### src/rtl/div_pkg.sv
// Shared types and constants for the restoring divider.
package div_pkg;

    localparam int DIV_WIDTH = 8;

    typedef enum logic [2:0] {
        IDLE,
        LOAD,
        SHIFT,
        SUB,
        DONE
    } div_state_t;

endpackage

### src/rtl/div_datapath.sv
// Quotient/remainder/divisor registers with the restoring subtract step.
module div_datapath
    import div_pkg::*;
#(
    parameter int WIDTH = DIV_WIDTH
) (
    input  logic             clk,
    input  logic             srst,
    input  logic             load,
    input  logic             shift,
    input  logic             sub_en,
    input  logic [WIDTH-1:0] dividend,
    input  logic [WIDTH-1:0] divisor,
    output logic [WIDTH-1:0] quotient,
    output logic [WIDTH-1:0] remainder,
    output logic             div_zero
);

    logic [WIDTH-1:0] q_q;
    logic [WIDTH-1:0] d_q;
    logic [WIDTH:0]   r_q;
    logic             dz_q;
    logic [WIDTH+1:0] diff;
    logic             borrow;

    // Two guard bits so an underflow shows up as a set MSB rather than wrapping.
    assign diff   = {1'b0, r_q} - {2'b00, d_q};
    assign borrow = diff[WIDTH+1];

    always_ff @(posedge clk) begin
        if (srst) begin
            q_q  <= '0;
            r_q  <= '0;
            d_q  <= '0;
            dz_q <= 1'b0;
        end else if (load) begin
            d_q <= divisor;
            if (divisor == '0) begin
                dz_q <= 1'b1;
                q_q  <= '1;
                r_q  <= {1'b0, dividend};
            end else begin
                dz_q <= 1'b0;
                q_q  <= dividend;
                r_q  <= '0;
            end
        end else if (shift) begin
            {r_q, q_q} <= {r_q[WIDTH-1:0], q_q, 1'b0};
        end else if (sub_en) begin
            if (!borrow) begin
                r_q    <= diff[WIDTH:0];
                q_q[0] <= 1'b1;
            end else begin
                q_q[0] <= 1'b0;
            end
        end
    end

    assign quotient  = q_q;
    assign remainder = r_q[WIDTH-1:0];
    assign div_zero  = dz_q;

endmodule

### src/rtl/restoring_divider.sv
// Sequential unsigned restoring divider: FSM and iteration counter around div_datapath.
module restoring_divider
    import div_pkg::*;
#(
    parameter int WIDTH = DIV_WIDTH
) (
    input  logic             Clk,
    input  logic             Reset,
    input  logic             Run,
    input  logic [WIDTH-1:0] Dividend,
    input  logic [WIDTH-1:0] Divisor,
    output logic [WIDTH-1:0] Quotient,
    output logic [WIDTH-1:0] Remainder,
    output logic             Busy,
    output logic             Done,
    output logic             DivByZero
);

    localparam int CNT_W = $clog2(WIDTH);
    localparam logic [CNT_W-1:0] LAST_ITER = CNT_W'(WIDTH - 1);

    div_state_t       state_q, state_d;
    logic [CNT_W-1:0] count_q, count_d;
    logic             load, shift, sub_en;

    always_ff @(posedge Clk) begin
        if (Reset) begin
            state_q <= IDLE;
            count_q <= '0;
        end else begin
            state_q <= state_d;
            count_q <= count_d;
        end
    end

    always_comb begin
        state_d = state_q;
        count_d = count_q;
        load    = 1'b0;
        shift   = 1'b0;
        sub_en  = 1'b0;
        Busy    = 1'b0;
        Done    = 1'b0;
        case (state_q)
            IDLE: begin
                if (Run) state_d = LOAD;
            end
            LOAD: begin
                Busy    = 1'b1;
                load    = 1'b1;
                count_d = '0;
                state_d = (Divisor == '0) ? DONE : SHIFT;
            end
            SHIFT: begin
                Busy    = 1'b1;
                shift   = 1'b1;
                state_d = SUB;
            end
            SUB: begin
                Busy   = 1'b1;
                sub_en = 1'b1;
                if (count_q == LAST_ITER) begin
                    state_d = DONE;
                end else begin
                    count_d = count_q + 1'b1;
                    state_d = SHIFT;
                end
            end
            DONE: begin
                Done = 1'b1;
                // Run must be released before another operation can start.
                if (!Run) state_d = IDLE;
            end
            default: state_d = IDLE;
        endcase
    end

    div_datapath #(.WIDTH(WIDTH)) u_datapath (
        .clk       (Clk),
        .srst      (Reset),
        .load      (load),
        .shift     (shift),
        .sub_en    (sub_en),
        .dividend  (Dividend),
        .divisor   (Divisor),
        .quotient  (Quotient),
        .remainder (Remainder),
        .div_zero  (DivByZero)
    );

endmodule

### config.mk
export PLATFORM = sky130hd
export DESIGN_NAME = restoring_divider
export DESIGN_NICKNAME = d
export VERILOG_FILES = /design/src/rtl/div_pkg.sv /design/src/rtl/div_datapath.sv /design/src/rtl/restoring_divider.sv
export SDC_FILE = /design/constraint.sdc
export NUM_CORES = 1
export LEC_CHECK = 0
export BUFFER_PORTS_ARGS = -buffer_cell sky130_fd_sc_hd__buf_2
export CAP_MARGIN = 20
export CORE_MARGIN = 2
export CORE_UTILIZATION = 45
export DETAILED_ROUTE_END_ITERATION = 10
export GPL_ROUTABILITY_DRIVEN = 0
export HOLD_SLACK_MARGIN = 0.1
export PLACE_DENSITY_LB_ADDON = 0.15
export SLEW_MARGIN = 20
export SYNTH_ARGS = -nofsm -noshare
export SYNTH_HDL_FRONTEND = slang
export SYNTH_HIERARCHICAL = 1
export SYNTH_SLANG_ARGS = --single-unit
### constraint.sdc
create_clock -name Clk -period 5.4 [get_ports Clk]
set_input_delay 0.27 -clock Clk [delete_from_list [all_inputs] [get_ports Clk]]
set_output_delay 0.27 -clock Clk [all_outputs]
set_load 0.01 [all_outputs]
==> metrics.md, run 1 <==
| Metric | Value |
|---|---|
| TritonCTS clock tree | done |
| Final Cell Area | 2420 µm² |
| Crit path time final | 2480 ps |
| DRT Pass-1 Iters | 4 |
| Post-route ant nets | 0 |
| GR Util All Layers | 19.3% |
| Status | finished, final reports clean |
| Vias per cell | 5.42 |
| Final worst path period share | 46.0% |
| Clock buffer count from CTS | 5 |
| Worst setup EP type | register |
| Setup CP Type | reg -> reg |
| Met3 WL | 256 µm |
| Number of max-cap violations | 0 |
| Seq cells post-synth | 32 |
| Syn_nets | 294 |
| CTS Hold Buffers Added | 0 |
| I/O Buffers | 37 |
| Htree depth | 2 |
| Initial core utilization | 46.4% |
| Post-route clock skew | 3.63 ps |
| Vias in the first global route | 1690 |
| Place WS | 2930 ps |
| Post-synthesis cell area | 2190 µm² |
| Die Wd | 73.8 µm |
| Ys async rst share | 0% |
| Final nets | 316 |
| Largest net degree at the start of global routing | 45 |
| Max frequency | 403 MHz |
| Reg-to-reg slack, setup | 2920 ps |
| Avg Synthesized Cell Area | 8.30 µm² |
| Critical Path RT | 5540 ps |
| HP Class | in -> reg |
| Endpoints failing hold | 0 |
| RSZ-0062 raised after global routing | no |
| First-pass GRT wire length | 8060 µm |
| DP HPWL | 3560 µm |
| Synth Warn # | 6 |
| Crit path DAT | 2620 ps |
| Diode count | 0 |
| Avg WL per Cell | 14.1 µm |
| CP startpoint kind | register |
| Worst r2r dst | u_datapath/r_q[8] |
| Final Setup Violations | 0 |
| Root buf cell | clkbuf_8 |
| Cell taking the most area after synthesis | dfxtp_1 |
| Maximum VDD drop | 114 µV |
| Row Count | 25 |
| Met2 wire len | 2260 µm |
| Via count | 1919 |
| Hold Crit Endpoint | state_q[2] |
| Die H | 73.8 µm |
| Clk pin slew, worst setup/hold paths | 70 ps |
| Leak pwr | 0.958 nW |
| WHS Path Cells | 3 |
| Synth Flop Type | dfxtp_1 |
| Max Root-Sink Buffers | 2 |
| HP Start | Run |
| Relative slew slack | 56.8% |
| Die ar. | 5440 µm² |
| Layout cells sized above 1 | 20.9% |
| Setup_tns | 0 ps |
| Post-synth EDFFs | 0 |
| # Post-CTS Setup Buffers | 0 |
| Drt first-iter violations | 121 |
| DRC viols | 0 |
| Tot Pwr | 796 µW |
| Cell variety after synth | 55 |
| WL final | 5010 µm |
| Worst-Margin Slew | 648 ps |
| Worst r2r src | u_datapath/r_q[0] |
| M1 WL | 2450 µm |
| Final slew viol count | 0 |
| Ports | 38 |
| Worst-path maximum fanout | 4 |
| Synth top area share | 29.2% |
| Mapped Cells | 264 |
| R2R cell count | 9 |
| Synth top area cells | dfxtp_1, a211oi_1, nor2_1 |
| Placed inst area | 2330 µm² |
| Power Density | 329 nW/µm² |
| Grt ovf | 0 |
| Highest metal used | met4 |
| Post-CTS sizing | 0 |
| Core Area | 4720 µm² |
| Clock latency at the later pin of the worst-skew pair | 280 ps |
| Register area share after synthesis | 29.2% |
| Clock sinks | 32 |
| Layout area overhead | 10.4% |
| Fin worst setup slack | 2920 ps |
| Initial antenna violation count | 0 |
==> layer usage <==
| metal | up-vias | global-route usage, % |
|---|---|---|
| met1 | 884 | 25.8 |
| met2 | 41 | 30.1 |
| met4 | 0 | 5.45 |
| met3 | 5 | 5.62 |
| met5 | - | 0 |
| li1 | 989 | - |
==> how the worst max path moves through the flow <==
stage / from / endpoint / cells after the start
after global placement: u_datapath/r_q[0] / u_datapath/r_q[8] / 9
final: u_datapath/r_q[0] / u_datapath/r_q[8] / 9
after detailed placement: u_datapath/r_q[0] / u_datapath/r_q[8] / 9
after CTS: u_datapath/r_q[0] / u_datapath/r_q[8] / 9
after global routing: u_datapath/r_q[0] / u_datapath/r_q[8] / 9
after floorplan: u_datapath/r_q[0] / u_datapath/r_q[8] / 9
==> placed cells by master (no fill, tap or decap), types with 3 or more instances in the layout <==
master    instances
a211oi_1         21
a21oi_1          12
a31oi_1           5
and2_1            7
buf_2            37
clkbuf_8          6
dfxtp_1          32
ha_1             10
inv_1            15
mux2i_1          10
nand2_1          13
nand2b_1          7
nor2_1           39
nor2b_1           7
nor3_1            6
o211ai_1          3
o21ai_0           5
o21ai_1           6
==> state kept, by name, summed over array words and instances (netlist names) <==
name / flops
count_q: 3
u_datapath/quotient: 8
state_q: 3
u_datapath/d_q: 8
u_datapath/div_zero: 1
u_datapath/r_q: 9
==> final cells by class <==
cell class | instances | area, µm²
fill | 466 | 2300
multi-input combinational | 193 | 1350
sequential | 32 | 641
timing repair buffer | 39 | 200
clock buffer | 8 | 90.1
tap | 67 | 83.8
inverter | 15 | 56.3
==> Yosys cell counts, drive strengths merged (2+ instances only) <==
master,instances
buf,17
o21ai,11
and2,7
nor2,40
inv,15
nor3,6
nor2b,7
dfxtp,32
mux2i,10
a21oi,15
nand2b,7
nand2,13
or4,3
a211oi,22
clkbuf,7
o211ai,4
a22oi,2
a31oi,5
nor4,2
nand3,2
nor3b,3
o2111ai,2
ha,10
o31ai,2
==> cell families (layout without fill, tap and decap cells) <==
family,after synthesis,after routing,synth area share (%)
flops,32,32,29.2
fa+ha+maj,11,11,6.62
compound gates,70,70,24.2
mux,10,10,4.57
simple gates,101,101,25.5
buf+inv,39,62,9.48
xor+xnor,1,1,0.400
==> through the flow <==
step,cells,hold slack [ps],utilization (%)
floorplan,264,336,-
global placement,346,463,49.3
detailed placement,346,467,49.3
CTS,354,237,51.2
global route,354,260,51.2
finish,354,246,51.2
==> worst max-delay path, stage by stage (launching register included) <==
cell and delay (ps):
dfxtp_1 370, inv_1 60, ha_1 210, fa_1 380, and2b_1 240, o2111ai_1 150, and3_1 220, or4_1 500
a21oi_1 150, a211oi_1 60
==> power by group <==
part / internal (mW) / total [mW] / switching [mW] / leakage [nW]
Clock: 0.104 / 0.192 / 0.0879 / 0.0455
Combinational: 0.135 / 0.316 / 0.181 / 0.650
Sequential: 0.262 / 0.288 / 0.0263 / 0.262
Note: power is estimated with default switching activity, not from simulation.
==> inputs of run 2 (changes only) <==
Settings changed: ABC_AREA set to 1.
Clock period 5.4 ns to 2.2 ns, I/O delays scaled along.
==> run 2 against run 1 <==
Compared with the run above: sequential share of layout area fell by 2.1 points; count of clock-buffer cells in the layout shrank 1; first-iteration DRC count rose by 12%; total power grew to 3.4 times the previous value; sequential power increased to 2.7 times the previous value; fmax grew 31%; final area is 8.5% higher; highest routed layer unchanged; register-to-register slack lost 2600 ps; worst hold slack worse by 120 ps; synthesized cell count rose by 36%; combinational power grew to 4.6 times the previous value; core utilization grew 1.2 points.
==> metrics.md, run 2 <==
| Metric | Value |
|---|---|
| DP HPWL | 4410 µm |
| Row Count | 26 |
| Relative slew slack | 67.1% |
| Maximum VDD drop | 503 µV |
| Synth top area cells | dfxtp_1, nand2_1, nor2_1 |
| Diode count | 0 |
| Power Density | 1040 nW/µm² |
| Synth Flop Type | dfxtp_1 |
| DRT Pass-1 Iters | 4 |
| HP Class | in -> reg |
| Cell taking the most area after synthesis | dfxtp_1 |
| Final nets | 426 |
| Ports | 38 |
| Final worst path period share | 86.3% |
| Commonest cells post-synth | nand2_1, nor2_1, inv_1 |
| Synth top area share | 27.9% |
| Cell Chain, Critical Path | inv_1, ha_1, fa_1, inv_1, nand2_1, nand2_1, nand2_1, nand2_1, nand3_1, nand2_1, o21ai_0, nor2_1, nor2_2 |
| Die H | 75.5 µm |
| RSZ-0062 raised after global routing | no |
| Util after Layout | 52.4% |
| Critical path depth in cells | 13 |
| Top reg by flops | u_datapath/r_q |
| Avg Synthesized Cell Area | 6.42 µm² |
| Crit path DAT | 2070 ps |
| Clock sinks | 32 |
| Status | finished, final reports clean |
| Initial core utilization | 45.9% |
| WHS Path Cells | 3 |
| Grt ovf | 0 |
| TritonCTS clock tree | done |
| Die Wd | 75.5 µm |
| Largest net degree at the start of global routing | 20 |
| Fin worst setup slack | 301 ps |
| Max reg flops | 9 |
| Reg-to-reg slack, setup | 300 ps |
| Post-synthesis cell area | 2300 µm² |
| Critical path buffers and inverters | 2 |
| Max frequency | 527 MHz |
| Critical Path Source | u_datapath/r_q[0] |
| Layout cells sized above 1 | 21.5% |
| Initial antenna violation count | 0 |
| Clk pin slew, worst setup/hold paths | 60 ps |
| CP delay by family, top | adder cells |
| Layout area overhead | 14.1% |
| Hold Crit Endpoint | u_datapath/d_q[0] |
| HP Start | Divisor[0] |
| I/O Buffers | 37 |
| Root buf cell | clkbuf_8 |
| Clock latency at the later pin of the worst-skew pair | 280 ps |
| Final slew viol count | 0 |
| Core Area | 5010 µm² |
| Via count | 2244 |
| Worst r2r dst | u_datapath/r_q[4] |
| Post-route clock skew | 5.00 ps |
| Cell variety after synth | 32 |
| Number of max-cap violations | 0 |
| Tot Pwr | 2.72 mW |
| Place WS | 302 ps |
| R2R cell count | 13 |
| Critical path's largest stage delay | 390 ps |
| Htree depth | 2 |
| Final Setup Violations | 0 |
| WL final | 5570 µm |
| Vias per cell | 4.82 |
| Vias in the first global route | 1998 |
| Most used cell along the critical path | nand2_1 |
| Max Root-Sink Buffers | 2 |
| Leak pwr | 1.34 nW |
| Avg WL per Cell | 12.0 µm |
| Clock buffer count from CTS | 5 |
| Syn_nets | 388 |
| Setup CP Type | reg -> reg |
| Seq cells post-synth | 32 |
| DRC viols | 0 |
| # Post-CTS Setup Buffers | 0 |
| Post-synth EDFFs | 0 |
| Mapped Cells | 358 |
| Crit path time final | 1900 ps |
| Most frequent cell after synthesis | nand2_1 |
| Register area share after synthesis | 27.9% |
| First-pass GRT wire length | 9200 µm |
| Post-route ant nets | 0 |
| Die ar. | 5700 µm² |
| Worst-path maximum fanout | 4 |
| GR Util All Layers | 21.4% |
| Endpoints failing hold | 0 |
| Worst-Margin Slew | 493 ps |
| Ys async rst share | 0% |
| Worst setup EP type | register |
| CP startpoint kind | register |
| Commonest non-fill, non-tap cell in the layout | nand2_1 |
| CP max-delay cell | fa_1 |
| Worst r2r src | u_datapath/r_q[0] |
| Critical Path RT | 2370 ps |
| Most frequent cells in the layout | nand2_1, nor2_1, inv_1 |
| Synth Warn # | 6 |
| Setup_tns | 0 ps |
| Drt first-iter violations | 135 |
==> run 2: cell families after synthesis <==
group	Yosys count	share of synthesized area [%]
and+or+nand+nor	194	39.6
AOI/OAI and AO/OA	51	12.1
adders and majority gates	11	6.31
buffers and inverters	70	14.1
DFF	32	27.9
==> run 2: cell type report <==
| cell class | instances | area (µm²) |
|---|---|---|
| timing repair buffer | 47 | 263 |
| inverter | 54 | 203 |
| multi-input combinational | 256 | 1340 |
| fill | 553 | 2380 |
| sequential | 32 | 641 |
| tap | 70 | 87.6 |
| clock buffer | 7 | 96.3 |
==> run 2: how the worst max path moves through the flow <==
stage	slack [ps]	end
finish	300	u_datapath/r_q[4]
global route	40	u_datapath/r_q[6]
CTS	300	u_datapath/r_q[4]
detailed placement	300	u_datapath/r_q[4]
global placement	400	u_datapath/r_q[4]
floorplan	480	u_datapath/r_q[4]
==> run 2: stage by stage <==
step,std cells,area [µm²],hold slack [ps]
3_5_place_dp,458,2520,362
4_1_cts,466,2630,114
3_3_place_gp,458,2520,364
5_1_grt,466,2630,121
6_report,466,2630,123
2_1_floorplan,358,2300,179
==> run 2: repair_timing <==
item	4_1_cts	5_1_grt
resized for setup	0	0
hold buffers	1	0
hold endpoints to repair	1	0
==> run 2: routing by layer <==
| metal | track usage, % | routed length [µm] | vias up |
|---|---|---|---|
| li1 | - | - | 1197 |
| met1 | 29.7 | 2660 | 992 |
| met2 | 33.8 | 2560 | 49 |
| met3 | 3.97 | 266 | 6 |
| met4 | 7.02 | 80 | 0 |
| met5 | 0 | 0 | - |
==> run 2: worst register-to-register path, delay by kind of cell, from the launching register on <==
family | cells | cell delay, ps
adders and majority gates | 2 | 620
and+or+nand+nor | 8 | 610
DFF | 1 | 370
buffers and inverters | 2 | 140
AOI/OAI and AO/OA | 1 | 70
==> run 2: power by group <==
part | switching [mW] | internal (mW) | total (mW)
Combinational | 0.910 | 0.544 | 1.45
Clock | 0.215 | 0.279 | 0.494
Sequential | 0.0879 | 0.685 | 0.773
Total | 1.21 | 1.51 | 2.72
